### src/rtl/tlul_mux_pkg.sv
// Shared TL-UL types and source-tagging helpers for the 2:1 host mux.
// The host index lives in the LSB of the merged a_source/d_source.
package tlul_mux_pkg;

  localparam int TL_AW    = 32;
  localparam int TL_DW    = 32;
  localparam int TL_AIW   = 8;
  localparam int TL_DIW   = 1;
  localparam int TL_DBW   = TL_DW / 8;
  localparam int TL_SZW   = 2;
  localparam int HostIdxW = 1;

  typedef enum logic [HostIdxW-1:0] {
    HostInstr = 1'b0,
    HostData  = 1'b1
  } host_idx_e;

  typedef enum logic [2:0] {
    PutFullData    = 3'h0,
    PutPartialData = 3'h1,
    Get            = 3'h4
  } tl_a_op_e;

  typedef enum logic [2:0] {
    AccessAck     = 3'h0,
    AccessAckData = 3'h1
  } tl_d_op_e;

  typedef struct packed {
    logic              a_valid;
    tl_a_op_e          a_opcode;
    logic [2:0]        a_param;
    logic [TL_SZW-1:0] a_size;
    logic [TL_AIW-1:0] a_source;
    logic [TL_AW-1:0]  a_address;
    logic [TL_DBW-1:0] a_mask;
    logic [TL_DW-1:0]  a_data;
    logic              d_ready;
  } tl_h2d_t;

  typedef struct packed {
    logic              d_valid;
    tl_d_op_e          d_opcode;
    logic [2:0]        d_param;
    logic [TL_SZW-1:0] d_size;
    logic [TL_AIW-1:0] d_source;
    logic [TL_DIW-1:0] d_sink;
    logic [TL_DW-1:0]  d_data;
    logic              d_error;
    logic              a_ready;
  } tl_d2h_t;

  function automatic logic [TL_AIW-1:0] tag_source(input logic [TL_AIW-1:0] src,
                                                   input host_idx_e         idx);
    return {src[TL_AIW-2:0], idx};
  endfunction

  function automatic logic [TL_AIW-1:0] untag_source(input logic [TL_AIW-1:0] src);
    return {1'b0, src[TL_AIW-1:1]};
  endfunction

endpackage

### src/rtl/tlul_outstanding_cnt.sv
// Per-host in-flight counter: saturating up/down with full/empty status.
// Underflow flags a decrement that arrives while the counter is empty.
module tlul_outstanding_cnt #(
  parameter int unsigned MaxCount = 2,
  parameter int unsigned CntW     = $clog2(MaxCount + 1)
) (
  input  logic clk_i,
  input  logic rst_i,
  input  logic inc_i,
  input  logic dec_i,
  output logic full_o,
  output logic empty_o,
  output logic underflow_o
);

  logic [CntW-1:0] cnt_q;

  assign full_o      = (cnt_q == CntW'(MaxCount));
  assign empty_o     = (cnt_q == '0);
  assign underflow_o = dec_i & empty_o;

  // NOTE: state registers use non-blocking assignments so every flop samples pre-edge values.
  always_ff @(posedge clk_i) begin
    if (rst_i) begin
      cnt_q <= '0;
    end else if (inc_i && !dec_i && !full_o) begin
      cnt_q <= cnt_q + 1'b1;
    end else if (dec_i && !inc_i && !empty_o) begin
      cnt_q <= cnt_q - 1'b1;
    end
  end

endmodule

### src/rtl/tlul_host_mux_2to1.sv
// Merges instruction and data TL-UL hosts onto one port: round-robin A arbitration
// with source tagging, D routing by tag, and per-host outstanding limits.
module tlul_host_mux_2to1
  import tlul_mux_pkg::*;
#(
  parameter  int unsigned MaxOutstanding = 2,
  localparam int unsigned CntW           = $clog2(MaxOutstanding + 1)
) (
  input  logic    clk_i,
  input  logic    rst_i,
  input  tl_h2d_t tl_h0_i,
  output tl_d2h_t tl_h0_o,
  input  tl_h2d_t tl_h1_i,
  output tl_d2h_t tl_h1_o,
  output tl_h2d_t tl_o,
  input  tl_d2h_t tl_i,
  output logic    spurious_rsp_o,
  output logic    busy_o
);

  tl_h2d_t    h_req [2];
  tl_d2h_t    h_rsp [2];
  logic [1:0] elig, full, empty, underflow, inc, dec, gnt_oh, d_oh;
  host_idx_e  gnt, didx, rr_ptr, locked_idx;
  logic       lock, a_valid, a_hs, d_ready, d_hs;

  assign h_req[0] = tl_h0_i;
  assign h_req[1] = tl_h1_i;
  assign elig     = {h_req[1].a_valid & ~full[1], h_req[0].a_valid & ~full[0]};

  // A stalled beat keeps its grant so the presented A fields never change mid-stall.
  always_comb begin
    if (lock) begin
      gnt = locked_idx;
    end else if (&elig) begin
      gnt = rr_ptr;
    end else if (elig[1]) begin
      gnt = HostData;
    end else begin
      gnt = HostInstr;
    end
  end

  assign a_valid = elig[gnt] & ~rst_i;
  assign a_hs    = a_valid & tl_i.a_ready;
  assign didx    = host_idx_e'(tl_i.d_source[0]);
  assign d_ready = h_req[didx].d_ready & ~rst_i;
  assign d_hs    = tl_i.d_valid & d_ready;
  assign gnt_oh  = {gnt == HostData, gnt == HostInstr};
  assign d_oh    = {didx == HostData, didx == HostInstr};
  assign inc     = gnt_oh & {2{a_hs}};
  assign dec     = d_oh & {2{d_hs}};

  // NOTE: each always_comb assigns its full output first, so no path leaves a value held (no latch).
  always_comb begin
    tl_o          = h_req[gnt];
    tl_o.a_valid  = a_valid;
    tl_o.a_source = tag_source(h_req[gnt].a_source, gnt);
    tl_o.d_ready  = d_ready;
  end

  always_comb begin
    for (int n = 0; n < 2; n++) begin
      h_rsp[n]          = tl_i;
      h_rsp[n].d_source = untag_source(tl_i.d_source);
      h_rsp[n].d_valid  = tl_i.d_valid & d_oh[n] & ~rst_i;
      h_rsp[n].a_ready  = tl_i.a_ready & gnt_oh[n] & ~full[n] & ~rst_i;
    end
  end

  assign tl_h0_o = h_rsp[0];
  assign tl_h1_o = h_rsp[1];

  always_ff @(posedge clk_i) begin
    if (rst_i) begin
      rr_ptr     <= HostInstr;
      lock       <= 1'b0;
      locked_idx <= HostInstr;
    end else if (a_hs) begin
      lock   <= 1'b0;
      rr_ptr <= host_idx_e'(~gnt);
    end else if (a_valid) begin
      lock       <= 1'b1;
      locked_idx <= gnt;
    end
  end

  for (genvar n = 0; n < 2; n++) begin : gen_cnt
    tlul_outstanding_cnt #(
      .MaxCount(MaxOutstanding),
      .CntW    (CntW)
    ) u_cnt (
      .clk_i      (clk_i),
      .rst_i      (rst_i),
      .inc_i      (inc[n]),
      .dec_i      (dec[n]),
      .full_o     (full[n]),
      .empty_o    (empty[n]),
      .underflow_o(underflow[n])
    );
  end

  assign spurious_rsp_o = |underflow & ~rst_i;
  assign busy_o         = ~&empty & ~rst_i;

  // The top tag bit is consumed by the host index; a host must leave it clear.
  a_src_msb_h0: assert property (@(posedge clk_i) disable iff (rst_i)
                                 tl_h0_i.a_valid |-> !tl_h0_i.a_source[TL_AIW-1]);
  a_src_msb_h1: assert property (@(posedge clk_i) disable iff (rst_i)
                                 tl_h1_i.a_valid |-> !tl_h1_i.a_source[TL_AIW-1]);

endmodule

### config.mk
export PLATFORM = sky130hd
export DESIGN_NAME = tlul_host_mux_2to1
export DESIGN_NICKNAME = d
export VERILOG_FILES = /design/src/rtl/tlul_mux_pkg.sv /design/src/rtl/tlul_outstanding_cnt.sv /design/src/rtl/tlul_host_mux_2to1.sv
export SDC_FILE = /design/constraint.sdc
export NUM_CORES = 1
export LEC_CHECK = 0
export ABC_AREA = 1
export BUFFER_PORTS_ARGS = -buffer_cell sky130_fd_sc_hd__buf_2
export CORE_AREA = 2 2 160 162
export DETAILED_ROUTE_END_ITERATION = 10
export DIE_AREA = 0 0 162 164
export PLACE_DENSITY = 0.44
export REMOVE_ABC_BUFFERS = 1
export SYNTH_ARGS = -nofsm -noshare
export SYNTH_HDL_FRONTEND = slang
export SYNTH_SLANG_ARGS = --single-unit
### constraint.sdc
create_clock -name clk_i -period 2.7 [get_ports clk_i]
set_input_delay 0.81 -clock clk_i [delete_from_list [all_inputs] [get_ports clk_i]]
set_output_delay 0.81 -clock clk_i [all_outputs]
set_load 0.02 [all_outputs]
==> impl_results.md <==
- Root Buffer: clkbuf_16
- Dpl ws: -0.0873 ns
- Metal3 WL: 4560 um
- Slowest stage cell, crit path: buf_4
- Final instance area: 4010 sq um
- DR DRC count: 0
- Total Neg Setup Slack: 0 ns
- Sequential area share after synthesis: 5.90%
- Drt first pass iters: 4
- Fin cells: ~970
- Period utilization: 99.5%
- Clock-pin slew on the worst setup and hold paths: 0.04 ns
- Hold Violations, Final: 0
- Worst Hold Path Cells: 2
- # nets final: between 800 and 900
- Max Slew Vio Count: 0
- Area delta synth->final: 69.1%
- Die area: 26600 sq um
- 1st-iter DRT viols: 174
- Yosys cell types: 24
- ANT cells: 0
- Crit path kind: input port to output port
- Post-Route WL: 19500 um
- Worst reg2reg setup slack: 0.85 ns
- CTS tree: yes
- Final WS setup: 0.0144 ns
- IO Port Bufs: 266
- Critical Path AT: 1.88 ns
- Most used flip-flop cell after synthesis: dfxtp_1
- Placed cell count: roughly 950
- Total number of vias: 3415
- Number of synthesized flops with an enable pin: 0
- Worst r2r path cells: 13
- FP Rows: 58
- Worst-path cell chain: buf_6, nand2_4, nor2_4, nand2_4, nand2_8, inv_8, buf_12, buf_12, nand2_1, nand2_1, buf_4
- Grt ovf: 0
- Reg2reg end: gen_cnt[1].u_cnt.cnt_q[0]
- Filler Cells Inserted: 2935
- Gr usage total: between 10 and 15%
- Post-route ant nets: 0
- Chip width: 162 um
- WHS: 0.479 ns
- Global-route wire length before repair: 24700 um
- GP Congestion: 0.912
- Routed wl met2: 7980 um
- Total CTS buffers: 3
- #FFs+latches synth: 7
- Vias in the first global route: 3195
- Final Skew: 0.00359 ns
- Clk buf depth: 2
- Most frequent cells in the layout: nand2_1 (252), buf_2 (210), buf_4 (56), nand2_2 (18), buf_6 (16)
- Hold Crit Start: rr_ptr
- Wl on met1: between 6000 and 7000 um
- Pwr per Cell Area: 350 nW/um^2
- Placed Area: 3450 sq um
- Max-cap violations: 0
- Leakage power: 2.40 nW
- CP Capture Type: output port
- Share of cells above drive strength 1: about 53%
- Peak supply drop: 0.242 mV
- Synth warnings: 0
- Fmax: ~370 MHz
- Mapped cell area: between 2000 and 2500 sq um
- RSZ-0062 raised after global routing: yes
- Cells after Synth: 456
- Initial Util: 9.56%
- Ys async rst share: 0%
- Max layer used: met5
- DP HPWL: between 15000 and 20000 um
- WL/cell: 20.2 um
- Avg Inst Size Synth: 5.21 sq um
- Core area: ~25000 sq um
- Most common cell after layout, fill and taps aside: nand2_1
- Sink Count: 7
- H-tree levels: 1
- Vias/cell: 3.54
- Min-delay worst type: register to register
- R2r startpoint: gen_cnt[1].u_cnt.cnt_q[0]
- Ports: 418
- CP top delay family: buffers and inverters
- Min Clock Period, post-route: 2.69 ns
- Die H: approximately 160 um
- CP Launch Type: input port
- WP data required: 1.89 ns
- Initial antenna violation count: 0
- Status: complete, no violations
- CP Max Fanout: 8
- Largest net degree at the start of global routing: 27
- Crit path buffers/inverters: 5
- Setup violators final: 0
- Worst Hold Endpoint: rr_ptr
- Clock Latency Late Sink: 0.23 ns
- Slowest stage delay, CP: roughly 0.16 ns
routing by layer:
metal  up-vias  track usage (%)
met5         -             3.60
met4         2            0.644
met3        10             15.2
met2       302             19.7
met1      1471             13.3
li1       1630                -
sequential cells by signal, summed over array words and instances (netlist names):
name / count
rr_ptr: 1
gen_cnt.u_cnt.cnt_q: 4
locked_idx: 1
lock: 1
through the flow:
| stage | utilization (%) | total power, mW |
|---|---|---|
| after global placement | 13.9 | 0.985 |
| after floorplan | - | 0.540 |
| after global routing | 16.2 | 1.51 |
| final | 16.2 | 1.40 |
| after detailed placement | 13.9 | 0.984 |
| after CTS | 15.7 | 1.39 |
worst reg2reg max path, stage by stage, from the launching register on:
cell	delay [ns]
dfxtp_1	0.38
inv_1	0.06
nand2_1	0.11
nand2_4	0.08
nor2_4	0.10
nand2_4	0.08
nand2_8	0.11
buf_8	0.18
buf_4	0.16
nand4_4	0.11
nand2_1	0.12
nand2_1	0.07
a21oi_1	0.14
nor2_1	0.05
synthesized netlist by cell type, types with 3 or more instances:
cell | count | area [sq um]
inv_1 | 10 | 37.5
nand2_1 | 268 | 1010
nand3_1 | 8 | 40.0
o21ai_0 | 3 | 15.0
a21oi_1 | 6 | 30.0
buf_4 | 112 | 841
nand2_2 | 4 | 25.0
nor2_2 | 3 | 18.8
nor2_1 | 8 | 30.0
dfxtp_1 | 7 | 140
buf_2 | 8 | 40.0
inv_2 | 4 | 15.0
timing repair:
item / CTS / global route
pin swaps: 6 / 4
resized for setup: 72 / 33
hold buffers: 0 / 0
gates cloned: 4 / 2
setup buffers: 3 / 2
endpoints found under the setup margin: 73 / 74
cells by family after synthesis:
group,synth area share (%)
AND/OR/NAND/NOR,50.6
AO/OA/AOI/OAI,3.43
buffers and inverters,40.0
flip-flops,5.90
other,0.158
how the worst max path moves through the flow:
stage | from | to | slack, ns | cells after the start
5_1_grt | tl_h0_i[85] | tl_o[2] | -0.07 | 10
3_3_place_gp | tl_h1_i[85] | tl_o[22] | -0.08 | 10
4_1_cts | tl_h1_i[85] | tl_h1_o[0] | -0.03 | 10
6_report | tl_h1_i[85] | tl_o[2] | 0.01 | 11
2_1_floorplan | tl_h1_i[85] | tl_h1_o[0] | -0.91 | 6
3_5_place_dp | tl_h1_i[85] | tl_o[63] | -0.09 | 10
cell type report:
type | count | area (sq um) | area share [%]
flip-flops and latches | 7 | 140 | 3.49
inverters | 14 | 60.1 | 1.50
clock buffers | 4 | 78.8 | 1.96
repair buffers | 297 | 1950 | 48.7
well taps | 330 | 413 | 10.3
multi-input cells | 314 | 1370 | 34.1
power by group:
part / total, mW / switching [mW] / internal [mW]
clock network: 0.257 / 0.0601 / 0.197
logic: 1.03 / 0.589 / 0.443
registers: 0.115 / 0.00486 / 0.110
total: 1.40 / 0.654 / 0.749
(Power assumes the default switching activity.)
